==> config.mk <==
export PLATFORM = sky130hd
export DESIGN_NAME = alu_disp_scan
export DESIGN_NICKNAME = d
export VERILOG_FILES = /design/src/rtl/alu_disp_scan.sv
export SDC_FILE = /design/constraint.sdc
export NUM_CORES = 1
export LEC_CHECK = 0
export ABC_AREA = 1
export BUFFER_PORTS_ARGS = -buffer_cell sky130_fd_sc_hd__buf_2
export CAP_MARGIN = 15
export CORE_MARGIN = 1.5
export CORE_UTILIZATION = 35
export CTS_BUF_LIST = sky130_fd_sc_hd__clkbuf_8
export CTS_CLUSTER_DIAMETER = 150
export DETAILED_ROUTE_END_ITERATION = 8
export PLACE_DENSITY = 0.48
export SLEW_MARGIN = 20
export SYNTH_ARGS = -nofsm -noshare
export SYNTH_HDL_FRONTEND = slang
export SYNTH_SLANG_ARGS = --single-unit
==> constraint.sdc <==
create_clock -name mclk -period 23.2 [get_ports mclk]
set_clock_uncertainty 0.1 [all_clocks]
set_input_delay 4.64 -clock mclk [delete_from_list [all_inputs] [get_ports mclk]]
set_output_delay 4.64 -clock mclk [all_outputs]
set_load 0.01 [all_outputs]
==> src/rtl/alu_disp_scan.sv <==
// Sequential 4-op ALU whose result is converted to BCD by double-dabble and
// shown on a scanned, active-low-select 7-segment display.
module alu_disp_scan #(
  parameter int WIDTH  = 4,
  parameter int DIGITS = 4,
  parameter int DIV    = 50000
) (
  input  logic              mclk,
  input  logic              rst,
  input  logic [WIDTH-1:0]  in1,
  input  logic [WIDTH-1:0]  in2,
  input  logic [1:0]        op,
  input  logic              start,
  output logic              busy,
  output logic              done,
  output logic              zero,
  output logic              error,
  output logic [DIGITS-1:0] select_disp,
  output logic [6:0]        seg
);

  localparam logic [1:0] IDLE = 2'd0;
  localparam logic [1:0] CALC = 2'd1;
  localparam logic [1:0] CONV = 2'd2;
  localparam logic [1:0] DONE = 2'd3;

  localparam int RW = 2 * WIDTH;
  localparam int BW = 4 * DIGITS;
  localparam int CW = $clog2(RW + 1);
  localparam int PW = $clog2(DIV);
  localparam int IW = (DIGITS > 1) ? $clog2(DIGITS) : 1;
  localparam int unsigned MAX_VAL = (DIGITS == 1) ? 9 :
                                    (DIGITS == 2) ? 99 :
                                    (DIGITS == 3) ? 999 : 9999;

  localparam logic [6:0] SEG_E     = 7'b1001111;
  localparam logic [6:0] SEG_BLANK = 7'b0000000;

  logic [1:0]       state;
  logic [WIDTH-1:0] a_r;
  logic [WIDTH-1:0] b_r;
  logic [1:0]       op_r;
  logic [RW-1:0]    bin_r;
  logic [BW-1:0]    bcd_r;
  logic [BW-1:0]    bcd_adj;
  logic [CW-1:0]    cnt;
  logic             err_r;
  logic [BW-1:0]    disp;

  logic [RW-1:0]    ax;
  logic [RW-1:0]    bx;
  logic [RW-1:0]    raw;
  logic             calc_bad;
  logic [RW-1:0]    calc_res;

  logic [PW-1:0]    pre;
  logic [IW-1:0]    idx;
  logic [IW-1:0]    idx_next;
  logic [3:0]       digit;
  logic [6:0]       seg_next;

  function automatic logic [BW-1:0] add3(input logic [BW-1:0] v);
    logic [BW-1:0] r;
    r = v;
    for (int unsigned i = 0; i < DIGITS; i++) begin
      if (r[i*4 +: 4] >= 4'd5) r[i*4 +: 4] = r[i*4 +: 4] + 4'd3;
    end
    return r;
  endfunction

  function automatic logic [6:0] decode(input logic [3:0] d);
    case (d)
      4'd0:    decode = 7'b1111110;
      4'd1:    decode = 7'b0110000;
      4'd2:    decode = 7'b1101101;
      4'd3:    decode = 7'b1111001;
      4'd4:    decode = 7'b0110011;
      4'd5:    decode = 7'b1011011;
      4'd6:    decode = 7'b1011111;
      4'd7:    decode = 7'b1110000;
      4'd8:    decode = 7'b1111111;
      4'd9:    decode = 7'b1111011;
      default: decode = SEG_BLANK;
    endcase
  endfunction

  always_comb begin
    ax       = {{WIDTH{1'b0}}, a_r};
    bx       = {{WIDTH{1'b0}}, b_r};
    raw      = '0;
    calc_bad = 1'b0;
    case (op_r)
      2'b00: raw = ax + bx;
      2'b01: begin
        if (a_r < b_r) calc_bad = 1'b1;
        else           raw = ax - bx;
      end
      2'b10: raw = ax * bx;
      default: begin
        if (b_r == '0) calc_bad = 1'b1;
        else           raw = ax / bx;
      end
    endcase
    if ({{(32-RW){1'b0}}, raw} > MAX_VAL) calc_bad = 1'b1;
    calc_res = calc_bad ? '0 : raw;
  end

  always_comb begin
    bcd_adj = add3(bcd_r);
  end

  // CONV spends 2*WIDTH cycles shifting plus one closing cycle in which the
  // finished BCD is committed; DONE is therefore the cycle the display is new.
  always_ff @(posedge mclk) begin
    if (rst) begin
      state <= IDLE;
      a_r   <= '0;
      b_r   <= '0;
      op_r  <= '0;
      bin_r <= '0;
      bcd_r <= '0;
      cnt   <= '0;
      err_r <= 1'b0;
      disp  <= '0;
      zero  <= 1'b0;
      error <= 1'b0;
    end else begin
      case (state)
        IDLE: begin
          if (start) begin
            a_r   <= in1;
            b_r   <= in2;
            op_r  <= op;
            state <= CALC;
          end
        end
        CALC: begin
          bin_r <= calc_res;
          err_r <= calc_bad;
          bcd_r <= '0;
          cnt   <= '0;
          state <= CONV;
        end
        CONV: begin
          if (cnt == CW'(RW)) begin
            disp  <= bcd_r;
            error <= err_r;
            zero  <= ~err_r & (bcd_r == '0);
            state <= DONE;
          end else begin
            bcd_r <= {bcd_adj[BW-2:0], bin_r[RW-1]};
            bin_r <= {bin_r[RW-2:0], 1'b0};
            cnt   <= cnt + CW'(1);
          end
        end
        default: state <= IDLE;
      endcase
    end
  end

  assign busy = (state == CALC) || (state == CONV);
  assign done = (state == DONE);

  always_comb begin
    idx_next = idx;
    if (pre == PW'(DIV - 1)) begin
      idx_next = (idx == IW'(DIGITS - 1)) ? '0 : idx + IW'(1);
    end
  end

  always_comb begin
    digit = disp[4*idx_next +: 4];
    if (error) seg_next = (idx_next == '0) ? SEG_E : SEG_BLANK;
    else       seg_next = decode(digit);
  end

  always_ff @(posedge mclk) begin
    if (rst) begin
      pre <= '0;
      idx <= '0;
      seg <= 7'b1111110;
    end else begin
      pre <= (pre == PW'(DIV - 1)) ? '0 : pre + PW'(1);
      idx <= idx_next;
      seg <= seg_next;
    end
  end

  always_comb begin
    select_disp      = '1;
    select_disp[idx] = 1'b0;
  end

endmodule

==> results of run 1 <==
cell usage in the layout (no fill, tap or decap), drive strengths merged, types with 30 or more instances in the layout:
| cell | instances |
|---|---|
| nand2 | 173 |
| buf | 30 |
| nand3 | 40 |
| nor2 | 92 |
| o21ai | 76 |
| ha | 79 |
| a21oi | 87 |
| dfxtp | 84 |
| inv | 132 |
metrics by stage:
step	hold slack, ps	util (%)	setup slack [ps]	std cells	instance area, µm²
finish	361	39.2	14250	1130	6790
global placement	334	38.1	14570	1114	6590
CTS	361	39.2	14270	1130	6790
floorplan	318	-	15300	876	6220
detailed placement	345	38.1	14300	1114	6590
global route	382	39.2	13300	1130	6790
worst register-to-register path: cells and delay by family, from the launching register on:
kind	cells	cell delay [ps]
xor gates and xnor gates	1	200
DFF	1	480
buffers and inverters	7	680
AOI/OAI and AO/OA	15	2190
and+or+nand+nor	29	2970
adders and majority gates	7	2200
per-layer routing:
layer  share of wire [%]  GRT usage, %
met3                 2.7          3.24
met5                   0             0
met4                 1.1          4.79
met1                  53          22.7
met2                  44          27.2
state kept, by name, summed over array words and instances, names as in the netlist:
register / flops
bcd_r: 16
disp: 16
pre: 16
bin_r: 8
seg: 7
a_r: 4
b_r: 4
cnt: 4
idx: 2
op_r: 2
state: 2
err_r: 1
error: 1
zero: 1
logic make-up (layout without fill, tap and decap cells):
group	count (synthesis)	in the layout	share of synthesized area, %
buffers and inverters	150	179	9.13
flip-flops	84	84	27.1
other	1	4	0.0604
XOR/XNOR	16	16	2.38
adder cells (fa/ha/maj)	85	85	17.9
AND/OR/NAND/NOR	338	338	25.7
AO/OA/AOI/OAI	199	199	17.8
cell type report:
cell class | count | share of cell area, %
Multi-Input combinational cell | 642 | 58.5
Sequential cell | 84 | 24.8
Inverter | 133 | 7.39
Tap cell | 225 | 4.15
Timing Repair Buffer | 30 | 2.32
Clock buffer | 11 | 2.23
Clock inverter | 5 | 0.627
worst paths after layout:
check        depth (start not counted)     from       end  slack (ps)
max                                 59   b_r[0]  bin_r[0]       14250
min                                  2  disp[6]   disp[6]         360
max reg2reg                         59   b_r[0]  bin_r[0]       14250
min reg2reg                          2  disp[6]   disp[6]         360
==> reports/results.env, run 1 <==
DETAIL-ROUTE-ANTENNA-NETS=0
WORST-PATH-BUF-INV=7
AREA_TAKEN_BY_MULTI_INPUT_LOGIC_GATES_UM2=3970
LAYOUT-DRIVE-GT1-SHARE_PCT=10.8
NUM_VIAS=5412
CLOCK_PATH_BUFFERS=2
WORSTMARGINPINSLEW_PS=1010
HTREEDEPTH=3
AREA_GROWTH_PCT=9.33
PORT-BUFFER-COUNT=27
MAX-SLEW-MARGIN-REL_PCT=32.4
PLACEABLECOREAREA_UM2=17300
ANTENNA-DIODE-COUNT=0
FIRST_PASS_GRT_WIRE_LENGTH_UM=24600
POSTCTSSETUPREPAIRBUFS=0
TRITONCTS='built'
START_UTIL_PCT=35.9
WORST_SETUP_HOLD_PATH_CLK_SLEW_PS=90
REPORT.FINAL.SLEW_VIOL_COUNT=0
SYNTH.MOST_COMMON_CELL='nand2_1'
MAXIMUM_FANOUT_ALONG_THE_WORST_PATH=8
STAGE_DELAY_OF_THE_SLOWEST_CELL_ON_THE_CRITICAL_PATH_PS=480
END_KIND='register'
RSZ0062_AT_GRT='false'
HPWL_UM=11000
LAYOUT.FILLER_CELLS=1875
HOLD_BUFFERS=0
DRCVIOLATIONCOUNT=0
YOSYS.AREA.TOP_TYPE='dfxtp_1'
STATUS='complete, no violations'
GRT_MAX_DEGREE=36
NUMBER_OF_ANTENNA_VIOLATIONS_AT_THE_FIRST_CHECK_IN_GLOBAL_ROUTING=0
SYNTH_ENABLE_FLOP_CELLS=0
CRITICAL-PATH-TOP-DELAY-FAMILY='simple AND/OR/NAND/NOR gates'
CAP_VIOL_MAX_COUNT=0
CLOCK_SINKS=84
SYNTH_COMMONEST_CELLS='158 x nand2_1, 120 x inv_1, 85 x a21oi_1'
POST-SYNTH-TOP-AREA-FRACTION_PCT=27.1
CTS_INSERTED_BUFFERS=9
TIMING.FINAL.SETUP_VIOLATIONS=0
GROUTE.USAGE.OVERALL_PCT=16.8
SYNTH_CELL_TYPES=50
WIDTH_OF_THE_DIE_UM=136
SYNTH_ASYNC_SR_FLOP_SHARE_PCT=0
ROW_COUNT=48
WORST_PATH_MOST_REPEATED_CELL='nand2_1'
HOLD_VIOL=0
SYNTH.YOSYS.SEQ_AREA_SHARE_PCT=27.1
YOSYS_REGISTER_BITS=84
DIEAREA_UM2=18500
ROUTE.FINAL.WIRE_LENGTH_UM=14600
CTS_RESIZED=0
NNETSFINAL=998
CP_DATA_ARRIVAL_TIME_PS=9090
POST_DRT_WL_PER_CELL_UM=13.0
POST_SYNTH.CELL_AREA_AVG_UM2=7.11
FINAL_MIN_PERIOD_OVER_CLOCK_PERIOD_PCT=38.6
GLOBALROUTE.TOTALOVERFLOW=0
DRT_PRE_ANTENNA_ITERS=4
YS.FLOP_TYPE='dfxtp_1'
WORST_SKEW_PAIR.LATE_LATENCY_PS=380
FINAL-SEQ-AREA_UM2=1680
FINALSETUPTNS_PS=0
FINALCRITICALPERIOD_PS=8950
SETUP_CP_TYPE='register to register'
CRITPATHSLOWESTCELL='dfxtp_1'
GP_CONGESTION=0.831
NUMBER_OF_TOP_LEVEL_DESIGN_PORTS=28
YOSYS-TOP-CELLS-AREA='dfxtp_1 27%, ha_1 16%, nand2_1 9.6%, inv_1 7.3%, a21oi_1 6.9%'
YOSYSWARNINGS=0
ROUTED_VIA_DENSITY=4.79
DIE_H_UM=136
DRT_ITER0_MARKERS=243
CRITICAL_PATH_REQUIRED_PS=23340
NETLIST_INSTANCES=873
MAX_FREQ_MHz=112
WORSTHOLDPATHTYPE='register to register'
GRT_PASS1_VIAS=5072
CLOCKROOTBUFFER='clkbuf_8'
CRITICAL_PATH.STARTPOINT_TYPE='register'
MAPPEDNETLISTAREA_UM2=6210
Power of run 1 is not shown: default switching activity piles up to over one toggle a cycle in this logic, so the estimate is an artifact.
==> run 2: changes to the inputs <==
--- a/config.mk
+++ b/config.mk
@@ -5,7 +5,7 @@
 export SDC_FILE = /design/constraint.sdc
 export NUM_CORES = 1
 export LEC_CHECK = 0
-export ABC_AREA = 1
+export ABC_AREA = 0
 export BUFFER_PORTS_ARGS = -buffer_cell sky130_fd_sc_hd__buf_2
 export CAP_MARGIN = 15
 export CORE_MARGIN = 1.5
==> constraint.sdc (replaced) <==
create_clock -name mclk -period 8.6 [get_ports mclk]
set_clock_uncertainty 0.1 [all_clocks]
set_input_delay 1.72 -clock mclk [delete_from_list [all_inputs] [get_ports mclk]]
set_output_delay 1.72 -clock mclk [all_outputs]
set_load 0.01 [all_outputs]
==> run 2 against run 1 <==
Net effect:
- the run now ends with design-rule violations left
- critical path depth shrank 20
- die area shrank 2.0%
- worst setup slack lost 14000 ps
- via count shrank 4.3%
- hold slack lost 1.9 ps
- largest cell class unchanged
==> reports/results.env, run 2 <==
STATUS='complete, but fails checks'
LAYOUT-DRIVE-GT1-SHARE_PCT=11.3
YOSYSWARNINGS=0
NNETSFINAL=862
FINAL_COMMON_CELL='nand2_1'
LAYOUT.CELL_AREA.NON_FILLER_UM2=6700
CRITICAL_PATH.STARTPOINT_TYPE='register'
START_UTIL_PCT=35.5
DRT_PRE_ANTENNA_ITERS=7
YS.FLOP_TYPE='dfxtp_1'
FINAL_UTIL_PCT=39.1
CTS_INSERTED_BUFFERS=9
DIE_H_UM=135
WORST_SETUP_HOLD_PATH_CLK_SLEW_PS=90
HTREEDEPTH=3
WIDTH_OF_THE_DIE_UM=135
ROUTED_VIA_DENSITY=5.22
CP_DATA_ARRIVAL_TIME_PS=8140
GLOBALROUTE.TOTALOVERFLOW=0
TIMING.FINAL.SETUP_VIOLATIONS=0
AREA_TAKEN_BY_MULTI_INPUT_LOGIC_GATES_UM2=4140
FINAL-SEQ-AREA_UM2=1690
VIOLATIONS='design-rule violations'
SYNTH.MOST_COMMON_CELL='nand2_1'
MAX-SLEW-MARGIN-REL_PCT=31.0
SYNTH_COMMONEST_CELLS='88 x nand2_1, 84 x dfxtp_1, 79 x ha_1'
AREA_GROWTH_PCT=10.1
ROW_COUNT=48
FINALSETUPTNS_PS=0
MAX_FREQ_MHz=125
FIRST_PASS_GRT_WIRE_LENGTH_UM=24900
TRITONCTS='built'
PORT-BUFFER-COUNT=27
LAYOUT.FILLER_CELLS=1786
CLOCK_SINKS=84
HOLD_VIOL=0
FINALCRITICALPERIOD_PS=8000
YOSYS.AREA.TOP_TYPE='dfxtp_1'
GRT_MAX_DEGREE=66
POST_DRT_WL_PER_CELL_UM=15.2
SYNTH_ASYNC_SR_FLOP_SHARE_PCT=0
NUM_VIAS=5181
DRT-MET1-WL_UM=7830
HOLD_BUFFERS=0
YOSYS_REGISTER_BITS=84
REPORT.FINAL.SLEW_VIOL_COUNT=0
WORSTMARGINPINSLEW_PS=1040
DETAIL-ROUTE-ANTENNA-NETS=0
SETUP_CP_TYPE='register to register'
HOLD_PATH_DEPTH=2
CRITPATHSLOWESTCELL='or3_1'
DRT_ITER0_MARKERS=334
YOSYS-TOP-CELLS-AREA='dfxtp_1 28%, ha_1 16%, a21oi_1 6.0%, nand2_1 5.4%, nor2_1 4.1%'
HIGHEST_LAYER='met4'
NUMBER_OF_TOP_LEVEL_DESIGN_PORTS=28
PLACEABLECOREAREA_UM2=17100
SYNTH.YOSYS.SEQ_AREA_SHARE_PCT=27.7
CAP_VIOL_MAX_COUNT=0
END_KIND='register'
MOST_FREQUENT_CELLS_IN_THE_LAYOUT='88 x nand2_1, 82 x dfxtp_1, 79 x ha_1'
HOLD-WORST-SLACK_PS=359
TIMING.REG2REG.SETUP_SLACK_PS=600
GROUTE.USAGE.OVERALL_PCT=17.1
CRITICAL_PATH_REQUIRED_PS=8740
MAXIMUM_FANOUT_ALONG_THE_WORST_PATH=8
GP_CONGESTION=0.839
WORST_PATH_MOST_REPEATED_CELL='ha_1'
FINAL_MIN_PERIOD_OVER_CLOCK_PERIOD_PCT=93.0
SYNTH_ENABLE_FLOP_CELLS=0
MAPPEDNETLISTAREA_UM2=6080
DPL-INSTANCE-AREA_UM2=6460
WORSTHOLDPATHTYPE='register to register'
DIEAREA_UM2=18200
R2R_CELLS=39
CLOCKROOTBUFFER='clkbuf_8'
ROUTE.FINAL.WIRE_LENGTH_UM=15000
CLOCK_PATH_BUFFERS=2
STAGE_DELAY_OF_THE_SLOWEST_CELL_ON_THE_CRITICAL_PATH_PS=390
LARGEST_REGISTERS_IN_THE_FINAL_LAYOUT='bcd_r x16, disp x16, pre x16'
NETLIST_INSTANCES=739
DRCVIOLATIONCOUNT=2
MET3WIRELENGTH_UM=568
NUMBER_OF_ANTENNA_VIOLATIONS_AT_THE_FIRST_CHECK_IN_GLOBAL_ROUTING=0
ANTENNA-DIODE-COUNT=0
RSZ0062_AT_GRT='false'
POST-SYNTH-TOP-AREA-FRACTION_PCT=27.7
WORST_SKEW_PAIR.LATE_LATENCY_PS=370
SYNTH_CELL_TYPES=71
WL_MET2_UM=6520
GRT_PASS1_VIAS=4918
HPWL_UM=11100
POST_SYNTH.CELL_AREA_AVG_UM2=8.23
run 2: changes by cell type after synthesis, sizes merged, moves of 7 or more:
cell	delta
nand2b	+13
nand2	-85
o21ai	-31
nor2	-24
nand3	-27
xnor2	+11
mux2i	+14
a21oi	-13
or3	+9
mux2	+7
inv	-78
a22oi	+17
run 2: timing repair:
action	4_1_cts	5_1_grt
gates resized for setup	0	9
setup endpoints to repair	0	1
hold endpoints to repair	0	0
buffers inserted	0	1
run 2: kinds of logic (layout without fill, tap and decap cells):
group / after synthesis / in the layout / synth area share (%)
buffers and inverters: 76 / 102 / 5.00
other: 1 / 4 / 0.0617
AO/OA/AOI/OAI: 184 / 184 / 19.6
XOR/XNOR: 28 / 28 / 4.03
flip-flops: 84 / 84 / 27.7
AND/OR/NAND/NOR: 258 / 258 / 20.8
adder cells (fa/ha/maj): 85 / 85 / 18.2
multiplexers: 23 / 23 / 4.59
run 2: worst paths after layout:
kind,to,from
min reg2reg,disp[4],disp[4]
min,disp[4],disp[4]
max,bin_r[0],b_r[0]
max reg2reg,bin_r[0],b_r[0]
run 2: through the flow:
step | cells | setup slack, ps
floorplan | 742 | 803
global placement | 977 | 417
detailed placement | 977 | 122
CTS | 992 | 54.7
global route | 993 | 2.39
finish | 993 | 604
run 2: area by class of cell:
type	count	area share, %
multi-input combinational	582	61.8
timing repair buffer	35	2.92
sequential	84	25.2
inverter	52	2.92
tap	225	4.20
clock buffer	10	2.06
clock inverter	5	0.897
run 2: critical path, delay by kind of cell (launching register included):
kind	cells	cell delay [ps]
compound gates	16	2640
simple gates	14	2490
flops	1	340
mux	1	310
buf+inv	2	150
fa+ha+maj	6	1800
run 2: layer usage:
layer	vias up	track usage, %
met5	-	0
met4	0	4.24
met3	8	3.42
met2	76	25.8
met1	2468	24.9
li1	2629	-
Power of run 2 is left out for the same reason.
==> run 3: changes to the inputs <==
--- a/config.mk
+++ b/config.mk
@@ -14,6 +14,7 @@
 export CTS_CLUSTER_DIAMETER = 150
 export DETAILED_ROUTE_END_ITERATION = 8
 export PLACE_DENSITY = 0.48
+export REMOVE_ABC_BUFFERS = 1
 export SLEW_MARGIN = 20
 export SYNTH_ARGS = -nofsm -noshare
 export SYNTH_HDL_FRONTEND = slang
==> run 3 against run 2 <==
Net effect:
- the flow still finishes with violations (design-rule violations)
- count of clock-buffer cells in the layout shrank 1
- sequential cell count is the same
- final cell count grew 0.30%
- sequential share of layout area grew 0.14 points
- critical path type unchanged
- largest cell class unchanged
==> reports/results.env, run 3 (synthesis results as in run 2) <==
HOLD_BUFFERS=0
VIOLATIONS='design-rule violations'
WORST_PATH_MOST_REPEATED_CELL='ha_1'
START_UTIL_PCT=35.5
WORSTMARGINPINSLEW_PS=1070
CTS_INSERTED_BUFFERS=9
TRITONCTS='built'
GP_CONGESTION=0.852
SETUP_CP_TYPE='register to register'
MOST_FREQUENT_CELLS_IN_THE_LAYOUT='88 x nand2_1, 82 x dfxtp_1, 79 x ha_1'
STAGE_DELAY_OF_THE_SLOWEST_CELL_ON_THE_CRITICAL_PATH_PS=400
CRITPATHSLOWESTCELL='or3_1'
DRCVIOLATIONCOUNT=2
CP_DATA_ARRIVAL_TIME_PS=8180
REPORT.FINAL.SLEW_VIOL_COUNT=0
FIRST_PASS_GRT_WIRE_LENGTH_UM=24400
TIMING.FINAL.SETUP_VIOLATIONS=0
HTREEDEPTH=3
DPL-INSTANCE-AREA_UM2=6460
LARGEST_REGISTERS_IN_THE_FINAL_LAYOUT='bcd_r x16, disp x16, pre x16'
PORT-BUFFER-COUNT=27
NUMBER_OF_ANTENNA_VIOLATIONS_AT_THE_FIRST_CHECK_IN_GLOBAL_ROUTING=0
CLOCK_SINKS=84
STATUS='complete, but fails checks'
ROW_COUNT=48
LAYOUT.CELL_AREA.NON_FILLER_UM2=6670
DRT_ITER0_MARKERS=318
END_KIND='register'
MAX-SLEW-MARGIN-REL_PCT=28.8
NUMBER_OF_TOP_LEVEL_DESIGN_PORTS=28
WORST_SLACK_PS=566
LAYOUT-DRIVE-GT1-SHARE_PCT=11.2
DRT_PRE_ANTENNA_ITERS=6
CRITICAL_PATH_REQUIRED_PS=8750
WIDTH_OF_THE_DIE_UM=135
CLOCK_PATH_BUFFERS=2
GROUTE.USAGE.OVERALL_PCT=16.7
HPWL_UM=11200
WORST_SKEW_PAIR.LATE_LATENCY_PS=360
GLOBALROUTE.TOTALOVERFLOW=0
GRT_MAX_DEGREE=66
NUM_VIAS=5189
HOLD_VIOL=0
MAXIMUM_FANOUT_ALONG_THE_WORST_PATH=8
GRT_PASS1_VIAS=4910
ROUTED_VIA_DENSITY=5.21
CAP_VIOL_MAX_COUNT=0
POST_DRT_WL_PER_CELL_UM=14.7
DIE_H_UM=135
FINALCRITICALPERIOD_PS=8030
ROUTE.FINAL.WIRE_LENGTH_UM=14700
PLACEABLECOREAREA_UM2=17100
DIEAREA_UM2=18200
WORSTHOLDPATHTYPE='register to register'
CLOCKROOTBUFFER='clkbuf_8'
WORST_SETUP_HOLD_PATH_CLK_SLEW_PS=90
ANTENNA-DIODE-COUNT=0
NNETSFINAL=864
CRITICAL_PATH.STARTPOINT_TYPE='register'
AREA_GROWTH_PCT=9.70
DETAIL-ROUTE-ANTENNA-NETS=0
PLACE_WS_PS=215
FINAL_MIN_PERIOD_OVER_CLOCK_PERIOD_PCT=93.4
FINAL_COMMON_CELL='nand2_1'
MAX_FREQ_MHz=124
run 3: final timing paths:
check        slack [ps]  depth (start not counted)     start        to
max                 570                         39    b_r[0]  bin_r[0]
min                 360                          2  disp[10]  disp[10]
max reg2reg         570                         39    b_r[0]  bin_r[0]
min reg2reg         360                          2  disp[10]  disp[10]
run 3: layout make-up:
cell class	instances	area (µm²)
Multi-Input combinational cell	582	4120
Clock inverter	7	51.3
Tap cell	225	282
Inverter	52	195
Sequential cell	84	1690
Timing Repair Buffer	37	210
Fill cell	1801	10400
Clock buffer	9	124
run 3: timing repair:
item | in CTS | in global routing
setup endpoints to repair | 0 | 1
buffers inserted | 0 | 2
gates resized for setup | 0 | 8
run 3: per-stage QoR:
stage	cells	setup TNS, ps	hold WS, ps	util (%)
2_1_floorplan	718	0	313	-
3_3_place_gp	978	0	327	37.7
3_5_place_dp	978	0	347	37.7
4_1_cts	994	0	360	38.8
5_1_grt	996	-17.6	381	39.0
6_report	996	0	358	39.0
run 3: layer usage:
layer / routed length, µm / up-vias / track usage, % / share of wire [%]
li1: - / 2639 / - / -
met1: 6790 / 2444 / 20.9 / 46
met2: 7140 / 83 / 29.5 / 49
met3: 420 / 23 / 1.61 / 2.9
met4: 317 / 0 / 6.51 / 2.2
met5: 0 / - / 0 / 0
run 3: critical path, delay by kind of cell (launching register included):
kind                     cells  cell delay, ps
AND/OR/NAND/NOR             14            2590
buffers and inverters        2             160
adder cells (fa/ha/maj)      6            1780
flip-flops                   1             350
multiplexers                 1             310
AO/OA/AOI/OAI               16            2640
Power of run 3 is left out for the same reason.
